### src/rtl/seg_pkg.sv
`default_nettype none
// ============================================================================
// Module      : seg_pkg
// Description : Segment bit positions and active-high glyph codes shared by
//               the seven-segment scan decoder.
// Revision    : 1.0 - initial release
// ============================================================================
package seg_pkg;

    localparam int c_SEG_A  = 0;
    localparam int c_SEG_B  = 1;
    localparam int c_SEG_C  = 2;
    localparam int c_SEG_D  = 3;
    localparam int c_SEG_E  = 4;
    localparam int c_SEG_F  = 5;
    localparam int c_SEG_G  = 6;
    localparam int c_SEG_DP = 7;

    // Bit order g,f,e,d,c,b,a with a lit segment reading as 1.
    localparam logic [6:0] c_GLYPH_0 = 7'h3F;
    localparam logic [6:0] c_GLYPH_1 = 7'h06;
    localparam logic [6:0] c_GLYPH_2 = 7'h5B;
    localparam logic [6:0] c_GLYPH_3 = 7'h4F;
    localparam logic [6:0] c_GLYPH_4 = 7'h66;
    localparam logic [6:0] c_GLYPH_5 = 7'h6D;
    localparam logic [6:0] c_GLYPH_6 = 7'h7D;
    localparam logic [6:0] c_GLYPH_7 = 7'h07;
    localparam logic [6:0] c_GLYPH_8 = 7'h7F;
    localparam logic [6:0] c_GLYPH_9 = 7'h6F;
    localparam logic [6:0] c_GLYPH_A = 7'h77;
    localparam logic [6:0] c_GLYPH_B = 7'h7C;
    localparam logic [6:0] c_GLYPH_C = 7'h39;
    localparam logic [6:0] c_GLYPH_D = 7'h5E;
    localparam logic [6:0] c_GLYPH_E = 7'h79;
    localparam logic [6:0] c_GLYPH_F = 7'h71;

endpackage
`default_nettype wire

### src/rtl/seg_scan_decoder_if.sv
`default_nettype none
// ============================================================================
// Module      : seg_scan_decoder_if
// Description : Scan-side inputs and published-frame outputs of the decoder.
// Revision    : 1.0 - initial release
// ============================================================================
interface seg_scan_decoder_if #(
    parameter int NUM_DIGITS = 8
);
    logic [7:0]              seg_in;
    logic [NUM_DIGITS-1:0]   an_in;
    logic                    sample_en;
    logic [4*NUM_DIGITS-1:0] hex_out;
    logic [NUM_DIGITS-1:0]   dp_out;
    logic [NUM_DIGITS-1:0]   invalid_out;
    logic                    out_valid;
    logic                    out_ready;
    logic                    overrun;

    modport master (
        output seg_in, an_in, sample_en, out_ready,
        input  hex_out, dp_out, invalid_out, out_valid, overrun
    );

    modport slave (
        input  seg_in, an_in, sample_en, out_ready,
        output hex_out, dp_out, invalid_out, out_valid, overrun
    );
endinterface
`default_nettype wire

### src/rtl/seg_glyph_decode.sv
`default_nettype none
// ============================================================================
// Module      : seg_glyph_decode
// Description : Active-high 7-segment pattern to hex nibble, flagging
//               patterns that are not one of the sixteen hex glyphs.
// Revision    : 1.0 - initial release
// ============================================================================
module seg_glyph_decode
    import seg_pkg::*;
(
    input  wire logic [6:0] i_pattern,
    output logic      [3:0] o_nibble,
    output logic            o_invalid
);

    always_comb begin
        o_nibble  = 4'h0;
        o_invalid = 1'b0;
        case (i_pattern)
            c_GLYPH_0: o_nibble = 4'h0;
            c_GLYPH_1: o_nibble = 4'h1;
            c_GLYPH_2: o_nibble = 4'h2;
            c_GLYPH_3: o_nibble = 4'h3;
            c_GLYPH_4: o_nibble = 4'h4;
            c_GLYPH_5: o_nibble = 4'h5;
            c_GLYPH_6: o_nibble = 4'h6;
            c_GLYPH_7: o_nibble = 4'h7;
            c_GLYPH_8: o_nibble = 4'h8;
            c_GLYPH_9: o_nibble = 4'h9;
            c_GLYPH_A: o_nibble = 4'hA;
            c_GLYPH_B: o_nibble = 4'hB;
            c_GLYPH_C: o_nibble = 4'hC;
            c_GLYPH_D: o_nibble = 4'hD;
            c_GLYPH_E: o_nibble = 4'hE;
            c_GLYPH_F: o_nibble = 4'hF;
            default:   o_invalid = 1'b1;
        endcase
    end

endmodule
`default_nettype wire

### src/rtl/seg_scan_decoder.sv
`default_nettype none
// ============================================================================
// Module      : seg_scan_decoder
// Description : Reconstructs hex digits from a multiplexed 7-segment scan and
//               publishes a frame once it has been stable for several scans.
// Revision    : 1.0 - initial release
// ============================================================================
module seg_scan_decoder
    import seg_pkg::*;
#(
    parameter int NUM_DIGITS     = 8,
    parameter int SEG_ACTIVE_LOW = 1,
    parameter int AN_ACTIVE_LOW  = 1,
    parameter int STABLE_FRAMES  = 2
) (
    input  wire logic         clk,
    input  wire logic         rst,
    seg_scan_decoder_if.slave bus
);

    localparam int                   c_CNT_W  = 4;
    localparam logic [c_CNT_W-1:0]   c_STABLE = c_CNT_W'(STABLE_FRAMES);
    localparam logic [NUM_DIGITS-1:0] c_ONE   = NUM_DIGITS'(1);

    logic [7:0]              w_seg;
    logic [NUM_DIGITS-1:0]   w_an;
    logic                    w_one_hot;
    logic                    w_capture;
    logic [NUM_DIGITS-1:0]   w_hit;
    logic [3:0]              w_nib;
    logic                    w_inv;
    logic                    w_dp;
    logic [4*NUM_DIGITS-1:0] w_cand_hex;
    logic [NUM_DIGITS-1:0]   w_cand_dp;
    logic [NUM_DIGITS-1:0]   w_cand_inv;
    logic [NUM_DIGITS-1:0]   w_seen_next;
    logic                    w_complete;
    logic                    w_same;
    logic [c_CNT_W-1:0]      w_cnt_next;
    logic                    w_publish;

    logic [4*NUM_DIGITS-1:0] r_sh_hex;
    logic [NUM_DIGITS-1:0]   r_sh_dp;
    logic [NUM_DIGITS-1:0]   r_sh_inv;
    logic [NUM_DIGITS-1:0]   r_seen;
    logic [c_CNT_W-1:0]      r_cnt;
    logic [4*NUM_DIGITS-1:0] r_last_hex;
    logic [NUM_DIGITS-1:0]   r_last_dp;
    logic [NUM_DIGITS-1:0]   r_last_inv;
    logic [4*NUM_DIGITS-1:0] r_hex_out;
    logic [NUM_DIGITS-1:0]   r_dp_out;
    logic [NUM_DIGITS-1:0]   r_inv_out;
    logic                    r_out_valid;
    logic                    r_overrun;

    assign w_seg = (SEG_ACTIVE_LOW != 0) ? ~bus.seg_in : bus.seg_in;
    assign w_an  = (AN_ACTIVE_LOW  != 0) ? ~bus.an_in  : bus.an_in;

    // Exactly one anode: non-zero with no second bit set.
    assign w_one_hot = (w_an != '0) && ((w_an & (w_an - c_ONE)) == '0);
    assign w_capture = bus.sample_en && w_one_hot;
    assign w_hit     = w_capture ? w_an : '0;
    assign w_dp      = w_seg[c_SEG_DP];

    seg_glyph_decode u_glyph (
        .i_pattern (w_seg[c_SEG_G:c_SEG_A]),
        .o_nibble  (w_nib),
        .o_invalid (w_inv)
    );

    // Shadow contents with the current sample merged in.
    for (genvar gi = 0; gi < NUM_DIGITS; gi++) begin : g_slot
        assign w_cand_hex[4*gi +: 4] = w_hit[gi] ? w_nib : r_sh_hex[4*gi +: 4];
        assign w_cand_dp[gi]         = w_hit[gi] ? w_dp  : r_sh_dp[gi];
        assign w_cand_inv[gi]        = w_hit[gi] ? w_inv : r_sh_inv[gi];
    end

    assign w_seen_next = r_seen | w_hit;
    assign w_complete  = w_capture && (&w_seen_next);

    // A zero match count means no candidate has been seen since reset.
    assign w_same = (r_cnt != '0) &&
                    ({w_cand_hex, w_cand_dp, w_cand_inv} ==
                     {r_last_hex, r_last_dp, r_last_inv});

    assign w_cnt_next = !w_same            ? c_CNT_W'(1) :
                        (r_cnt == c_STABLE) ? r_cnt       :
                                              r_cnt + c_CNT_W'(1);

    assign w_publish = w_complete && (w_cnt_next == c_STABLE) &&
                       ((r_cnt != c_STABLE) || !w_same);

    always_ff @(posedge clk) begin
        if (rst) begin
            r_sh_hex    <= '0;
            r_sh_dp     <= '0;
            r_sh_inv    <= '0;
            r_seen      <= '0;
            r_cnt       <= '0;
            r_last_hex  <= '0;
            r_last_dp   <= '0;
            r_last_inv  <= '0;
            r_hex_out   <= '0;
            r_dp_out    <= '0;
            r_inv_out   <= '0;
            r_out_valid <= 1'b0;
            r_overrun   <= 1'b0;
        end else begin
            if (w_capture) begin
                r_sh_hex <= w_cand_hex;
                r_sh_dp  <= w_cand_dp;
                r_sh_inv <= w_cand_inv;
                r_seen   <= w_complete ? '0 : w_seen_next;
            end
            if (w_complete) begin
                r_cnt      <= w_cnt_next;
                r_last_hex <= w_cand_hex;
                r_last_dp  <= w_cand_dp;
                r_last_inv <= w_cand_inv;
            end
            if (w_publish) begin
                r_hex_out   <= w_cand_hex;
                r_dp_out    <= w_cand_dp;
                r_inv_out   <= w_cand_inv;
                r_out_valid <= 1'b1;
                if (r_out_valid && !bus.out_ready) begin
                    r_overrun <= 1'b1;
                end
            end else if (bus.out_ready) begin
                r_out_valid <= 1'b0;
            end
        end
    end

    assign bus.hex_out     = r_hex_out;
    assign bus.dp_out      = r_dp_out;
    assign bus.invalid_out = r_inv_out;
    assign bus.out_valid   = r_out_valid;
    assign bus.overrun     = r_overrun;

endmodule
`default_nettype wire

### src/flat_wrapper.sv
// flat-port wrapper written by rule: the top's interface ports become plain ports
module seg_scan_decoder_flat import seg_pkg::*;
#(
    parameter int NUM_DIGITS     = 8,
    parameter int SEG_ACTIVE_LOW = 1,
    parameter int AN_ACTIVE_LOW  = 1,
    parameter int STABLE_FRAMES  = 2
)
  (clk, rst, bus_seg_in, bus_an_in, bus_sample_en, bus_out_ready, bus_hex_out, bus_dp_out, bus_invalid_out, bus_out_valid, bus_overrun);
  seg_scan_decoder_if #(.NUM_DIGITS(NUM_DIGITS)) bus_i ();
  input  wire logic clk;
  input  wire logic rst;
  input wire logic [$bits(bus_i.seg_in)-1:0] bus_seg_in;
  input wire logic [$bits(bus_i.an_in)-1:0] bus_an_in;
  input wire logic [$bits(bus_i.sample_en)-1:0] bus_sample_en;
  input wire logic [$bits(bus_i.out_ready)-1:0] bus_out_ready;
  output wire logic [$bits(bus_i.hex_out)-1:0] bus_hex_out;
  output wire logic [$bits(bus_i.dp_out)-1:0] bus_dp_out;
  output wire logic [$bits(bus_i.invalid_out)-1:0] bus_invalid_out;
  output wire logic [$bits(bus_i.out_valid)-1:0] bus_out_valid;
  output wire logic [$bits(bus_i.overrun)-1:0] bus_overrun;
  assign bus_i.seg_in = bus_seg_in;
  assign bus_i.an_in = bus_an_in;
  assign bus_i.sample_en = bus_sample_en;
  assign bus_i.out_ready = bus_out_ready;
  assign bus_hex_out = bus_i.hex_out;
  assign bus_dp_out = bus_i.dp_out;
  assign bus_invalid_out = bus_i.invalid_out;
  assign bus_out_valid = bus_i.out_valid;
  assign bus_overrun = bus_i.overrun;
  seg_scan_decoder #(.NUM_DIGITS(NUM_DIGITS), .SEG_ACTIVE_LOW(SEG_ACTIVE_LOW), .AN_ACTIVE_LOW(AN_ACTIVE_LOW), .STABLE_FRAMES(STABLE_FRAMES)) u_core (.clk(clk), .rst(rst), .bus(bus_i));
endmodule
### config.mk
export PLATFORM = sky130hd
export DESIGN_NAME = seg_scan_decoder_flat
export DESIGN_NICKNAME = d
export VERILOG_FILES = /design/src/rtl/seg_pkg.sv /design/src/rtl/seg_scan_decoder_if.sv /design/src/rtl/seg_glyph_decode.sv /design/src/rtl/seg_scan_decoder.sv /design/src/flat_wrapper.sv
export SDC_FILE = /design/constraint.sdc
export NUM_CORES = 1
export LEC_CHECK = 0
export ABC_CLOCK_PERIOD_IN_PS = 12170
export BUFFER_PORTS_ARGS = -buffer_cell sky130_fd_sc_hd__buf_2
export CORE_MARGIN = 5
export CORE_UTILIZATION = 55
export DETAILED_ROUTE_END_ITERATION = 10
export GPL_TIMING_DRIVEN = 1
export HOLD_SLACK_MARGIN = 0.05
export PLACE_DENSITY_LB_ADDON = 0.15
export SYNTH_ARGS = -nofsm -noshare
export SYNTH_HDL_FRONTEND = slang
export SYNTH_HIERARCHICAL = 1
export SYNTH_SLANG_ARGS = --single-unit
export TNS_END_PERCENT = 100
### constraint.sdc
create_clock -name clk -period 12.17 [get_ports clk]
set_input_delay 1.8255 -clock clk [delete_from_list [all_inputs] [get_ports clk]]
set_output_delay 1.8255 -clock clk [all_outputs]
set_load 0.02 [all_outputs]
==> metrics.txt, run 1 <==
# TYPE chip_impl_metric gauge
chip_impl_metric{name="buffer_ports.inserted",unit=""} 69
chip_impl_info{name="timing.critical_path.from",value="bus_seg_in[5]"} 1
chip_impl_metric{name="cap_violations",unit=""} 0
chip_impl_metric{name="maxSlewHeadroom",unit="%"} 29.02
chip_impl_metric{name="final-setup-viol-count",unit=""} 0
chip_impl_info{name="rsz_0062_raised_after_global_routing",value="no"} 1
chip_impl_info{name="tritoncts",value="built"} 1
chip_impl_metric{name="antenna_found_initial",unit=""} 0
chip_impl_metric{name="syn-num-nets",unit=""} 918
chip_impl_metric{name="ys.warnings.count",unit=""} 6
chip_impl_metric{name="core_area",unit="µm²"} 14530
chip_impl_info{name="netlist.top_cell.by_area",value="dfxtp_1"} 1
chip_impl_metric{name="share_clk_of_total_power",unit="%"} 50.5
chip_impl_metric{name="yosys.area.top_type_share",unit="%"} 38.70
chip_impl_metric{name="vias_per_cell",unit=""} 5.922
chip_impl_metric{name="via_count_of_the_first_global_routing_pass",unit=""} 6350
chip_impl_metric{name="power.ir.vdd_worst",unit="mV"} 0.09298
chip_impl_metric{name="layout.nets",unit=""} 953
chip_impl_metric{name="cts_hold_buf",unit=""} 0
chip_impl_metric{name="detail_route.drc_violations",unit=""} 0
chip_impl_metric{name="cts_resized",unit=""} 0
chip_impl_metric{name="ctsLongestPathBuffers",unit=""} 2
chip_impl_metric{name="placed_cells_incl_taps",unit=""} 1095
chip_impl_metric{name="ys_seq_elements",unit=""} 158
chip_impl_info{name="yosys-top-cells-count",value="dfxtp_1, nor2_1, nor2b_1, mux2_4, a211oi_1"} 1
chip_impl_metric{name="power_density",unit="nW/µm²"} 125.2
chip_impl_metric{name="fp.dieH",unit="µm"} 131.9
chip_impl_metric{name="yosysSeqAreaShare",unit="%"} 38.70
chip_impl_info{name="r2r_start",value="u_core/r_last_hex[15]$_SDFFE_PP0P_"} 1
chip_impl_metric{name="max_incr_delay_on_cp",unit="ns"} 0.83
chip_impl_metric{name="leakage",unit="µW"} 0.003649
chip_impl_info{name="criticalPathCategory",value="input pin to register"} 1
chip_impl_metric{name="average_cell_area_after_synthesis",unit="µm²"} 9.133
chip_impl_metric{name="dp.final_hpwl",unit="µm"} 14450
chip_impl_metric{name="synthArstFlopShare",unit="%"} 0
chip_impl_info{name="clock-root-buffer",value="clkbuf_16"} 1
chip_impl_metric{name="path_max_fanout",unit=""} 50
chip_impl_info{name="min-delay-start",value="u_core/r_seen[0]$_SDFFE_PP0N_"} 1
chip_impl_metric{name="fp-row-count",unit=""} 44
chip_impl_metric{name="first_pass_grt_wire_length",unit="µm"} 34260
chip_impl_metric{name="swShare",unit="%"} 21.29
chip_impl_metric{name="drive_gt1_share",unit="%"} 20.15
chip_impl_metric{name="worst_setup_hold_path_clk_slew",unit="ns"} 0.06
chip_impl_metric{name="power_frac_seq",unit="%"} 45.3
chip_impl_metric{name="postSynthCellCount",unit=""} 895
chip_impl_metric{name="insertion_delay",unit="ns"} 0.42
chip_impl_info{name="ys_top_cells_by_area",value="dfxtp_1, mux2_4, nor2_1"} 1
chip_impl_metric{name="hold_violations",unit=""} 0
chip_impl_metric{name="num_io_pins",unit=""} 70
chip_impl_metric{name="maxSlewViolCount",unit=""} 0
chip_impl_metric{name="vias",unit=""} 6674
chip_impl_metric{name="skew",unit="ns"} 0.006931
chip_impl_metric{name="stdcell_count",unit=""} 1127
chip_impl_metric{name="floorplan.die_area",unit="µm²"} 17400
chip_impl_metric{name="maxClockFrequency",unit="MHz"} 147.7
chip_impl_info{name="worst_hold_path_type",value="register to register"} 1
chip_impl_metric{name="die-width",unit="µm"} 131.9
chip_impl_metric{name="power.switching",unit="µW"} 243.5
chip_impl_metric{name="share_comb_of_total_power",unit="%"} 4.2
chip_impl_metric{name="layout_worst_path_cycle_share",unit="%"} 55.64
chip_impl_metric{name="clock_tree.htree_level_count",unit=""} 4
chip_impl_metric{name="synth-edff-count",unit=""} 0
chip_impl_metric{name="synthesis.area",unit="µm²"} 8174
chip_impl_metric{name="cts-buffers-inserted",unit=""} 17
chip_impl_metric{name="cp_num_buf_inv",unit=""} 3
chip_impl_metric{name="cts_sinks",unit=""} 158
chip_impl_metric{name="first_iter_violations",unit=""} 735
chip_impl_metric{name="wl",unit="µm"} 21480
chip_impl_info{name="endpoint_kind",value="register"} 1
chip_impl_metric{name="crit_required",unit="ns"} 12.47
chip_impl_metric{name="route.detailed.wl_per_inst",unit="µm"} 19.06
chip_impl_metric{name="antenna_violating_nets_post_route",unit=""} 0
chip_impl_info{name="cp_cell_sequence",value="buf_2 -> inv_1 -> nand4bb_1 -> o311a_2 -> o221ai_2 -> a211oi_2 -> clkinv_1 -> a22o_1 -> nand2_1 -> a21bo_2 -> o311ai_0 -> nor4b_1 -> nand4_1 -> nor3_4 -> nand3_4 -> mux2_4"} 1
chip_impl_info{name="yosys_most_used_dff",value="dfxtp_1"} 1
chip_impl_metric{name="grt_overflow_total",unit=""} 0
chip_impl_info{name="outcome",value="finished, final reports clean"} 1
chip_impl_info{name="worst_setup_path_start_kind",value="input pin"} 1
chip_impl_metric{name="timing.setup.tns",unit="ns"} 0
chip_impl_metric{name="worst_pin_slew",unit="ns"} 1.058
chip_impl_info{name="kind_of_cell_with_the_highest_combined_delay_on_the_critical_path",value="simple AND/OR/NAND/NOR gates"} 1
chip_impl_metric{name="initial_utilization",unit="%"} 56.24
chip_impl_metric{name="diodes",unit=""} 0
chip_impl_metric{name="gpl.final_weighted_congestion",unit=""} 0.9594
chip_impl_metric{name="area_delta_synth_final",unit="%"} 11.69
chip_impl_metric{name="grt_max_degree",unit=""} 91
chip_impl_metric{name="drt-pass1-iter-count",unit=""} 6
chip_impl_metric{name="synth_cell_type_count",unit=""} 90
chip_impl_metric{name="crit_arrival",unit="ns"} 7.07
chip_impl_metric{name="final_period_minus_worst_setup_slack",unit="ns"} 6.771
chip_impl_metric{name="p_int",unit="µW"} 900.0
chip_impl_info{name="synth_most_common_cell",value="dfxtp_1"} 1
chip_impl_info{name="critical-path-slowest-cell",value="a211oi_2"} 1
chip_impl_metric{name="tot_gr_track_use",unit="%"} 24.04
chip_impl_metric{name="cts_setup_buffers",unit=""} 0
metal layers:
| layer | vias up | share of wire (%) | wire [µm] | global-route usage [%] |
|---|---|---|---|---|
| met2 | 251 | 43 | 9299 | 35.49 |
| met1 | 3147 | 47 | 10070 | 34.26 |
| met4 | 0 | 2.4 | 507 | 8.686 |
| li1 | 3240 | - | - | - |
| met5 | - | 0 | 0 | 0 |
| met3 | 36 | 7.5 | 1606 | 5.687 |
stage by stage:
| step | power [µW] | instance area (µm²) | worst slack (ns) | hold slack, ns | utilization [%] |
|---|---|---|---|---|---|
| 2_1_floorplan | 565.5 | 8174 | 7.085 | 0.4258 | - |
| 3_3_place_gp | 577.0 | 8478 | 5.059 | 0.4393 | 58.33 |
| 3_5_place_dp | 576.5 | 8478 | 5.014 | 0.4482 | 58.33 |
| 4_1_cts | 1149 | 9130 | 5.442 | 0.4576 | 62.82 |
| 5_1_grt | 1176 | 9130 | 5.097 | 0.5045 | 62.82 |
| 6_report | 1144 | 9130 | 5.399 | 0.4613 | 62.82 |
power by group through the flow:
stage               logic [µW]  clock network [µW]  registers (µW)
detailed placement        47.6                   0             529
floorplan                 36.6                   0             529
CTS                       47.8                 584             517
finish                    48.4                 578             517
global placement          48.1                   0             529
global route              52.2                 606             517
final timing paths:
kind	end	slack [ns]	cells past startpoint
worst max-delay path	u_core/bus.hex_out[28]$_SDFFE_PP0P_	5.40	16
worst min-delay path	u_core/r_seen[0]$_SDFFE_PP0N_	0.46	2
worst max register to register	u_core/bus.hex_out[28]$_SDFFE_PP0P_	8.20	10
worst min register to register	u_core/r_seen[0]$_SDFFE_PP0N_	0.46	2
layout make-up:
cell class | count | area (µm²)
inverter | 34 | 127.6
tap | 184 | 230.2
sequential | 158 | 3163
clock inverter | 10 | 157.7
timing repair buffer | 75 | 392.9
fill | 1311 | 5404
multi-input combinational | 644 | 4564
clock buffer | 22 | 494.2
tightest hold or removal path, cell delays in order, from the launching register on:
cell and delay, ns:
dfxtp_1 0.31, inv_1 0.05, a21oi_1 0.05
registers in the layout, summed over array words and instances (netlist names):
| name | count |
|---|---|
| u_core/bus.dp_out | 8 |
| u_core/bus.hex_out | 32 |
| u_core/bus.invalid_out | 8 |
| u_core/bus.out_valid | 1 |
| u_core/bus.overrun | 1 |
| u_core/r_cnt | 4 |
| u_core/r_last_dp | 8 |
| u_core/r_last_hex | 32 |
| u_core/r_last_inv | 8 |
| u_core/r_seen | 8 |
| u_core/r_sh_dp | 8 |
| u_core/r_sh_hex | 32 |
| u_core/r_sh_inv | 8 |
logic make-up after synthesis:
group	synth area share, %
AO/OA/AOI/OAI	15.72
buffers and inverters	5.664
multiplexers	12.80
adder cells (fa/ha/maj)	0.4593
AND/OR/NAND/NOR	22.70
flip-flops	38.70
XOR/XNOR	3.964
cells in the final DEF, fill, tap and decap left out, types with 7 or more instances in the layout:
master,n
xnor2_1,15
mux2_4,48
nor2b_1,65
nand2b_1,16
buf_2,68
inv_1,32
dfxtp_1,158
mux2i_1,30
buf_4,7
nand2_1,39
nor2_1,133
a21oi_1,37
a211oi_1,41
clkbuf_16,17
o21ai_0,20
nand3_1,18
a31oi_1,7
a32oi_1,7
nor3_1,17
xor2_1,22
nand4_1,8
o22ai_1,11
Note: power is estimated with default switching activity, not from simulation.
==> run 2: changes to the inputs <==
--- a/config.mk
+++ b/config.mk
@@ -5,10 +5,10 @@
 export SDC_FILE = /design/constraint.sdc
 export NUM_CORES = 1
 export LEC_CHECK = 0
-export ABC_CLOCK_PERIOD_IN_PS = 12170
+export ABC_CLOCK_PERIOD_IN_PS = 5500
 export BUFFER_PORTS_ARGS = -buffer_cell sky130_fd_sc_hd__buf_2
 export CORE_MARGIN = 5
-export CORE_UTILIZATION = 55
+export CORE_UTILIZATION = 54
 export DETAILED_ROUTE_END_ITERATION = 10
 export GPL_TIMING_DRIVEN = 1
 export HOLD_SLACK_MARGIN = 0.05
==> constraint.sdc (replaced) <==
create_clock -name clk -period 5.5 [get_ports clk]
set_input_delay 0.825 -clock clk [delete_from_list [all_inputs] [get_ports clk]]
set_output_delay 0.825 -clock clk [all_outputs]
set_load 0.02 [all_outputs]
==> run 2 against run 1 <==
Via count fell by 0.34%. Combinational power grew 130%. Highest routed layer unchanged. Routed wire length grew 1.5%. Clock skew rose by 0.0018 ns. Final area up 0.93%. Critical path depth up 1. Register-to-register slack got worse by 6.1 ns. Clock-buffer cell count decreased by 4.
==> metrics.txt, run 2 (synthesis gave the netlist of run 1 again) <==
# TYPE chip_impl_metric gauge
chip_impl_info{name="outcome",value="finished, final reports clean"} 1
chip_impl_metric{name="cts_resized",unit=""} 0
chip_impl_metric{name="area_delta_synth_final",unit="%"} 12.74
chip_impl_metric{name="diodes",unit=""} 0
chip_impl_info{name="worst_hold_path_type",value="register to register"} 1
chip_impl_info{name="tritoncts",value="built"} 1
chip_impl_metric{name="cts_setup_buffers",unit=""} 0
chip_impl_metric{name="area.sequential",unit="µm²"} 3163
chip_impl_info{name="min_to",value="u_core/bus.overrun$_SDFFE_PP0P_"} 1
chip_impl_info{name="leading_cell_types_in_the_layout_fill_and_taps_excluded",value="dfxtp_1, nor2_1, buf_2"} 1
chip_impl_metric{name="antenna_violating_nets_post_route",unit=""} 0
chip_impl_metric{name="max_incr_delay_on_cp",unit="ns"} 0.43
chip_impl_metric{name="die-width",unit="µm"} 133.0
chip_impl_metric{name="clock_tree.htree_level_count",unit=""} 4
chip_impl_metric{name="vias_per_cell",unit=""} 5.799
chip_impl_metric{name="cap_violations",unit=""} 0
chip_impl_metric{name="core_area",unit="µm²"} 15030
chip_impl_metric{name="worst_setup_hold_path_clk_slew",unit="ns"} 0.07
chip_impl_info{name="criticalPathCategory",value="input pin to register"} 1
chip_impl_metric{name="final_period_minus_worst_setup_slack",unit="ns"} 4.535
chip_impl_metric{name="crit_required",unit="ns"} 5.82
chip_impl_metric{name="gpl.final_weighted_congestion",unit=""} 0.9493
chip_impl_metric{name="power.switching",unit="µW"} 610.1
chip_impl_info{name="endpoint_kind",value="register"} 1
chip_impl_metric{name="buffer_ports.inserted",unit=""} 69
chip_impl_metric{name="share_clk_of_total_power",unit="%"} 49.4
chip_impl_metric{name="share_comb_of_total_power",unit="%"} 4.5
chip_impl_metric{name="antenna_found_initial",unit=""} 0
chip_impl_metric{name="timing.setup.tns",unit="ns"} 0
chip_impl_metric{name="layout_worst_path_cycle_share",unit="%"} 82.46
chip_impl_metric{name="initial_utilization",unit="%"} 54.37
chip_impl_metric{name="drive_gt1_share",unit="%"} 21.48
chip_impl_metric{name="insertion_delay",unit="ns"} 0.43
chip_impl_info{name="r2r_start",value="u_core/r_last_hex[15]$_SDFFE_PP0P_"} 1
chip_impl_metric{name="cts_sinks",unit=""} 158
chip_impl_metric{name="multiInputGateArea",unit="µm²"} 4564
chip_impl_metric{name="crit_arrival",unit="ns"} 4.85
chip_impl_metric{name="placed_cells_incl_taps",unit=""} 1115
chip_impl_metric{name="maxSlewHeadroom",unit="%"} 40.73
chip_impl_metric{name="detail_route.drc_violations",unit=""} 0
chip_impl_metric{name="route.detailed.wl_per_inst",unit="µm"} 19.00
chip_impl_metric{name="layout.nets",unit=""} 969
chip_impl_info{name="critical-path-slowest-cell",value="nor4b_1"} 1
chip_impl_info{name="cp_cell_sequence",value="buf_2 -> inv_1 -> nand4bb_1 -> o311a_2 -> o221ai_2 -> a211oi_2 -> clkinv_1 -> a22o_1 -> nand2_1 -> a21bo_2 -> o311ai_0 -> nor4b_1 -> nand4_1 -> nor3_4 -> nand3_4 -> buf_4 -> mux2_4"} 1
chip_impl_metric{name="timing.reg2reg.worst_path_depth",unit=""} 11
chip_impl_metric{name="wl",unit="µm"} 21800
chip_impl_metric{name="final-setup-viol-count",unit=""} 0
chip_impl_metric{name="first_pass_grt_wire_length",unit="µm"} 35230
chip_impl_metric{name="leakage",unit="µW"} 0.003707
chip_impl_metric{name="cts-buffers-inserted",unit=""} 17
chip_impl_info{name="rr_endpoint",value="u_core/bus.hex_out[16]$_SDFFE_PP0P_"} 1
chip_impl_info{name="clock-root-buffer",value="clkbuf_16"} 1
chip_impl_metric{name="maxClockFrequency",unit="MHz"} 220.5
chip_impl_metric{name="layout.core_utilization",unit="%"} 61.30
chip_impl_metric{name="fp-row-count",unit=""} 45
chip_impl_metric{name="num_io_pins",unit=""} 70
chip_impl_metric{name="first_iter_violations",unit=""} 698
chip_impl_info{name="min-delay-start",value="u_core/bus.overrun$_SDFFE_PP0P_"} 1
chip_impl_metric{name="maxSlewViolCount",unit=""} 0
chip_impl_metric{name="grt_max_degree",unit=""} 69
chip_impl_metric{name="tot_gr_track_use",unit="%"} 25.09
chip_impl_metric{name="fp.dieH",unit="µm"} 133.0
chip_impl_metric{name="fillCellCount",unit=""} 1330
chip_impl_info{name="worst_setup_path_start_kind",value="input pin"} 1
chip_impl_metric{name="vias",unit=""} 6651
chip_impl_info{name="timing.critical_path.from",value="bus_seg_in[5]"} 1
chip_impl_metric{name="stdcell_count",unit=""} 1147
chip_impl_metric{name="power_frac_seq",unit="%"} 46.1
chip_impl_metric{name="skew",unit="ns"} 0.008747
chip_impl_metric{name="cts_hold_buf",unit=""} 0
chip_impl_metric{name="power.ir.vdd_worst",unit="mV"} 0.2293
chip_impl_metric{name="power_density",unit="nW/µm²"} 269.6
chip_impl_metric{name="p_int",unit="µW"} 1874
chip_impl_metric{name="worst_pin_slew",unit="ns"} 0.8838
chip_impl_metric{name="path_max_fanout",unit=""} 28
chip_impl_metric{name="grt_overflow_total",unit=""} 0
chip_impl_metric{name="ctsLongestPathBuffers",unit=""} 2
chip_impl_metric{name="swShare",unit="%"} 24.56
chip_impl_metric{name="min_path_cells",unit=""} 2
chip_impl_metric{name="reg2reg_slack",unit="ns"} 2.12
chip_impl_metric{name="hold_violations",unit=""} 0
chip_impl_metric{name="dp.final_hpwl",unit="µm"} 15230
chip_impl_info{name="layout_commonest_cell",value="dfxtp_1"} 1
chip_impl_metric{name="via_count_of_the_first_global_routing_pass",unit=""} 6351
chip_impl_metric{name="floorplan.die_area",unit="µm²"} 17700
chip_impl_info{name="rsz_0062_raised_after_global_routing",value="no"} 1
chip_impl_metric{name="drt-pass1-iter-count",unit=""} 6
run 2: cell count changes in the layout (fill, tap and decap cells not counted), sizes merged:
cell,change
clkbuf,-4
clkinv,-1
inv,+7
buf,+16
bufinv,-2
run 2: per-stage QoR:
step	total power (µW)	hold slack, ns	worst slack [ns]	cell area (µm²)
finish	2484	0.4632	0.9647	9215
global route	2554	0.4872	0.7193	9215
CTS	2497	0.4657	0.9847	9215
detailed placement	1281	0.4477	0.5229	8603
global placement	1281	0.4481	0.5338	8603
floorplan	1251	0.4258	1.416	8174
run 2: critical path, delay by kind of cell:
kind	cells	cell delay, ns
buffers and inverters	4	0.96
AND/OR/NAND/NOR	6	1.41
multiplexers	1	0.36
AO/OA/AOI/OAI	6	1.24
run 2: per-layer routing:
| layer | track usage, % | wire (µm) | vias up |
|---|---|---|---|
| li1 | - | - | 3281 |
| met2 | 38.12 | 9823 | 185 |
| met3 | 5.209 | 1038 | 38 |
| met1 | 35.81 | 10430 | 3147 |
| met5 | 0 | 0 | - |
| met4 | 7.737 | 499 | 0 |
run 2: final cells by class:
| cell class | count | share of cell area, % |
|---|---|---|
| Clock buffer | 18 | 4.766 |
| Clock inverter | 14 | 1.874 |
| Timing Repair Buffer | 91 | 5.567 |
| Inverter | 34 | 1.385 |
| Sequential cell | 158 | 34.32 |
| Multi-Input combinational cell | 644 | 49.53 |
| Tap cell | 188 | 2.553 |
run 2: worst max-delay path by stage:
stage,end,cells after the start
final,u_core/bus.hex_out[16]$_SDFFE_PP0P_,17
after floorplan,u_core/bus.dp_out[0]$_SDFFE_PP0P_,18
after CTS,u_core/bus.hex_out[18]$_SDFFE_PP0P_,17
after global routing,u_core/bus.hex_out[18]$_SDFFE_PP0P_,17
after detailed placement,u_core/bus.invalid_out[3]$_SDFFE_PP0P_,17
after global placement,u_core/bus.hex_out[19]$_SDFFE_PP0P_,17
run 2: power groups by stage:
stage               Combinational [µW]  Clock [µW]  Sequential, µW
floorplan                         81.0           0            1170
global placement                   111           0            1170
detailed placement                 110           0            1170
CTS                                111        1240            1140
global route                       122        1290            1140
finish                             112        1230            1140
==> run 3: changes to the inputs <==
--- a/config.mk
+++ b/config.mk
@@ -5,7 +5,7 @@
 export SDC_FILE = /design/constraint.sdc
 export NUM_CORES = 1
 export LEC_CHECK = 0
-export ABC_CLOCK_PERIOD_IN_PS = 5500
+export ABC_CLOCK_PERIOD_IN_PS = 4000
 export BUFFER_PORTS_ARGS = -buffer_cell sky130_fd_sc_hd__buf_2
 export CORE_MARGIN = 5
 export CORE_UTILIZATION = 54
==> constraint.sdc (replaced) <==
create_clock -name clk -period 4 [get_ports clk]
set_input_delay 0.6 -clock clk [delete_from_list [all_inputs] [get_ports clk]]
set_output_delay 0.6 -clock clk [all_outputs]
set_load 0.02 [all_outputs]
==> run 3 against run 2 <==
Utilization rose by 2.4 points. Power rose by 37%. Clock-buffer cell count rose by 2. Clock power rose by 35%. Critical path depth did not move. Final cell count rose by 3.3%. Global-route usage fell by 0.83 points. Critical path type unchanged. First-iteration DRC count fell by 26%. Largest cell class unchanged. Routed wire length rose by 0.28%. Worst hold slack got worse by 0.0066 ns.
==> metrics.txt, run 3 (synthesis gave the netlist of run 1 again) <==
# TYPE chip_impl_metric gauge
chip_impl_info{name="outcome",value="finished, final reports clean"} 1
chip_impl_metric{name="final-setup-viol-count",unit=""} 0
chip_impl_metric{name="cts_sinks",unit=""} 158
chip_impl_metric{name="vias_per_cell",unit=""} 5.819
chip_impl_metric{name="maxClockFrequency",unit="MHz"} 266.9
chip_impl_info{name="leading_cell_types_in_the_layout_fill_and_taps_excluded",value="dfxtp_1, nor2_1, buf_2"} 1
chip_impl_metric{name="buffer_ports.inserted",unit=""} 69
chip_impl_metric{name="core_area",unit="µm²"} 15030
chip_impl_metric{name="cts_hold_buf",unit=""} 0
chip_impl_info{name="worst_setup_path_start_kind",value="input pin"} 1
chip_impl_info{name="criticalPathCategory",value="input pin to register"} 1
chip_impl_metric{name="leakage",unit="µW"} 0.003899
chip_impl_info{name="tritoncts",value="built"} 1
chip_impl_info{name="r2r_start",value="u_core/r_last_hex[15]$_SDFFE_PP0P_"} 1
chip_impl_info{name="worst_setup_path_endpoint",value="u_core/bus.invalid_out[1]$_SDFFE_PP0P_"} 1
chip_impl_metric{name="initial_utilization",unit="%"} 54.37
chip_impl_metric{name="wl",unit="µm"} 21860
chip_impl_metric{name="fp.dieH",unit="µm"} 133.0
chip_impl_info{name="timing.critical_path.from",value="bus_seg_in[4]"} 1
chip_impl_metric{name="vias",unit=""} 6895
chip_impl_metric{name="first_iter_violations",unit=""} 515
chip_impl_info{name="cp_cell_sequence",value="buf_2 -> inv_1 -> nand4bb_1 -> o311a_2 -> o221ai_2 -> a211oi_2 -> buf_4 -> xor2_1 -> a21oi_1 -> a31oi_1 -> a2111oi_1 -> nor4b_1 -> nand4_1 -> nor3_4 -> nand3_4 -> buf_12 -> mux2_4"} 1
chip_impl_metric{name="crit_required",unit="ns"} 4.31
chip_impl_metric{name="hold_violations",unit=""} 0
chip_impl_metric{name="final_period_minus_worst_setup_slack",unit="ns"} 3.746
chip_impl_metric{name="layout.nets",unit=""} 1007
chip_impl_metric{name="ctsLongestPathBuffers",unit=""} 2
chip_impl_metric{name="area_delta_synth_final",unit="%"} 17.17
chip_impl_metric{name="maxSlewViolCount",unit=""} 0
chip_impl_info{name="rr_endpoint",value="u_core/bus.invalid_out[1]$_SDFFE_PP0P_"} 1
chip_impl_metric{name="cp_num_buf_inv",unit=""} 4
chip_impl_metric{name="max_incr_delay_on_cp",unit="ns"} 0.39
chip_impl_info{name="clock-root-buffer",value="clkbuf_16"} 1
chip_impl_metric{name="critical_path_depth",unit=""} 17
chip_impl_metric{name="clock_tree.htree_level_count",unit=""} 4
chip_impl_metric{name="dp.final_hpwl",unit="µm"} 15770
chip_impl_metric{name="worst_setup_hold_path_clk_slew",unit="ns"} 0.06
chip_impl_metric{name="tot_gr_track_use",unit="%"} 24.27
chip_impl_metric{name="layout_worst_path_cycle_share",unit="%"} 93.66
chip_impl_metric{name="reg2reg_slack",unit="ns"} 1.07
chip_impl_info{name="rsz_0062_raised_after_global_routing",value="no"} 1
chip_impl_metric{name="drive_gt1_share",unit="%"} 24.47
chip_impl_metric{name="post_route_design_area",unit="µm²"} 9578
chip_impl_metric{name="crit_arrival",unit="ns"} 4.05
chip_impl_metric{name="maxSlewHeadroom",unit="%"} 51.13
chip_impl_metric{name="grt_overflow_total",unit=""} 0
chip_impl_metric{name="timing.setup.tns",unit="ns"} 0
chip_impl_metric{name="num_io_pins",unit=""} 70
chip_impl_metric{name="cts-buffers-inserted",unit=""} 17
chip_impl_metric{name="insertion_delay",unit="ns"} 0.42
chip_impl_info{name="critical-path-slowest-cell",value="a2111oi_1"} 1
chip_impl_metric{name="worst_pin_slew",unit="ns"} 0.7291
chip_impl_metric{name="skew",unit="ns"} 0.01204
chip_impl_info{name="worst_hold_path_type",value="register to register"} 1
chip_impl_metric{name="power.ir.vdd_worst",unit="mV"} 0.2927
chip_impl_metric{name="gpl.final_weighted_congestion",unit=""} 1.006
chip_impl_metric{name="timing.reg2reg.worst_path_depth",unit=""} 11
chip_impl_info{name="endpoint_kind",value="register"} 1
chip_impl_metric{name="grt_max_degree",unit=""} 79
chip_impl_metric{name="diodes",unit=""} 0
chip_impl_metric{name="die-width",unit="µm"} 133.0
chip_impl_metric{name="route.detailed.wl_per_inst",unit="µm"} 18.44
chip_impl_metric{name="first_pass_grt_wire_length",unit="µm"} 34540
chip_impl_metric{name="floorplan.die_area",unit="µm²"} 17700
chip_impl_metric{name="antenna_violating_nets_post_route",unit=""} 0
chip_impl_metric{name="finalPower",unit="µW"} 3409
chip_impl_metric{name="drt-pass1-iter-count",unit=""} 6
chip_impl_info{name="kind_of_cell_with_the_highest_combined_delay_on_the_critical_path",value="compound AO/OA/AOI/OAI gates"} 1
chip_impl_metric{name="via_count_of_the_first_global_routing_pass",unit=""} 6529
chip_impl_info{name="layout_commonest_cell",value="dfxtp_1"} 1
chip_impl_metric{name="cap_violations",unit=""} 0
chip_impl_metric{name="dpl_cell_area",unit="µm²"} 8951
chip_impl_metric{name="power_density",unit="nW/µm²"} 355.9
chip_impl_metric{name="antenna_found_initial",unit=""} 0
chip_impl_metric{name="path_max_fanout",unit=""} 26
chip_impl_metric{name="detail_route.drc_violations",unit=""} 0
chip_impl_metric{name="fp-row-count",unit=""} 45
[run 3: what timing repair did]
action | CTS | global route
gates resized for setup | 0 | 6
setup buffers | 0 | 0
setup endpoints to repair | 0 | 49
[run 3: how the worst min path moves through the flow]
| stage | from | to | cells past startpoint | slack (ns) |
|---|---|---|---|---|
| finish | u_core/r_seen[0]$_SDFFE_PP0N_ | u_core/r_seen[0]$_SDFFE_PP0N_ | 2 | 0.46 |
| global route | u_core/r_seen[0]$_SDFFE_PP0N_ | u_core/r_seen[0]$_SDFFE_PP0N_ | 2 | 0.49 |
| CTS | u_core/r_seen[0]$_SDFFE_PP0N_ | u_core/r_seen[0]$_SDFFE_PP0N_ | 2 | 0.45 |
| detailed placement | u_core/r_seen[0]$_SDFFE_PP0N_ | u_core/r_seen[0]$_SDFFE_PP0N_ | 2 | 0.44 |
| global placement | u_core/r_seen[0]$_SDFFE_PP0N_ | u_core/r_seen[0]$_SDFFE_PP0N_ | 2 | 0.44 |
| floorplan | u_core/r_seen[0]$_SDFFE_PP0N_ | u_core/r_seen[0]$_SDFFE_PP0N_ | 2 | 0.43 |
[run 3: worst min-delay path, delay by kind of cell (launching register included)]
kind	cells	cell delay, ns
compound gates	1	0.05
buf+inv	1	0.05
flops	1	0.31
[run 3: per-layer routing]
metal  share of wire (%)  vias to the layer above  wire [µm]  global-route usage [%]
met2                  45                      248       9804                   37.92
met1                  46                     3241      10040                   33.00
met4                 2.4                        0        533                   8.083
met5                   0                        -          0                       0
li1                    -                     3360          -                       -
met3                 6.8                       46       1481                   5.817
[run 3: where the power goes]
part	switching, µW	leakage, µW	internal (µW)
clock	659	0.000289	1010
sequential	0.356	0.00127	1570
combinational	115	0.00234	55.7
[run 3: metrics by stage]
stage | std cells | worst slack (ns) | hold slack (ns) | utilization [%]
finish | 1185 | 0.2536 | 0.4566 | 63.71
global route | 1185 | 0.01948 | 0.4871 | 63.71
CTS | 1185 | 0.2008 | 0.4531 | 63.58
detailed placement | 1153 | -0.2250 | 0.4437 | 59.54
global placement | 1153 | -0.09647 | 0.4389 | 59.54
floorplan | 895 | 0.1410 | 0.4258 | -
[run 3: layout make-up]
class / instances / area, µm²
clock buffers: 20 / 446.7
clock inverters: 12 / 160.2
fillers: 1296 / 5455
inverters: 34 / 131.4
multi-input cells: 644 / 4581
flip-flops and latches: 158 / 3163
well taps: 188 / 235.2
repair buffers: 129 / 860.8
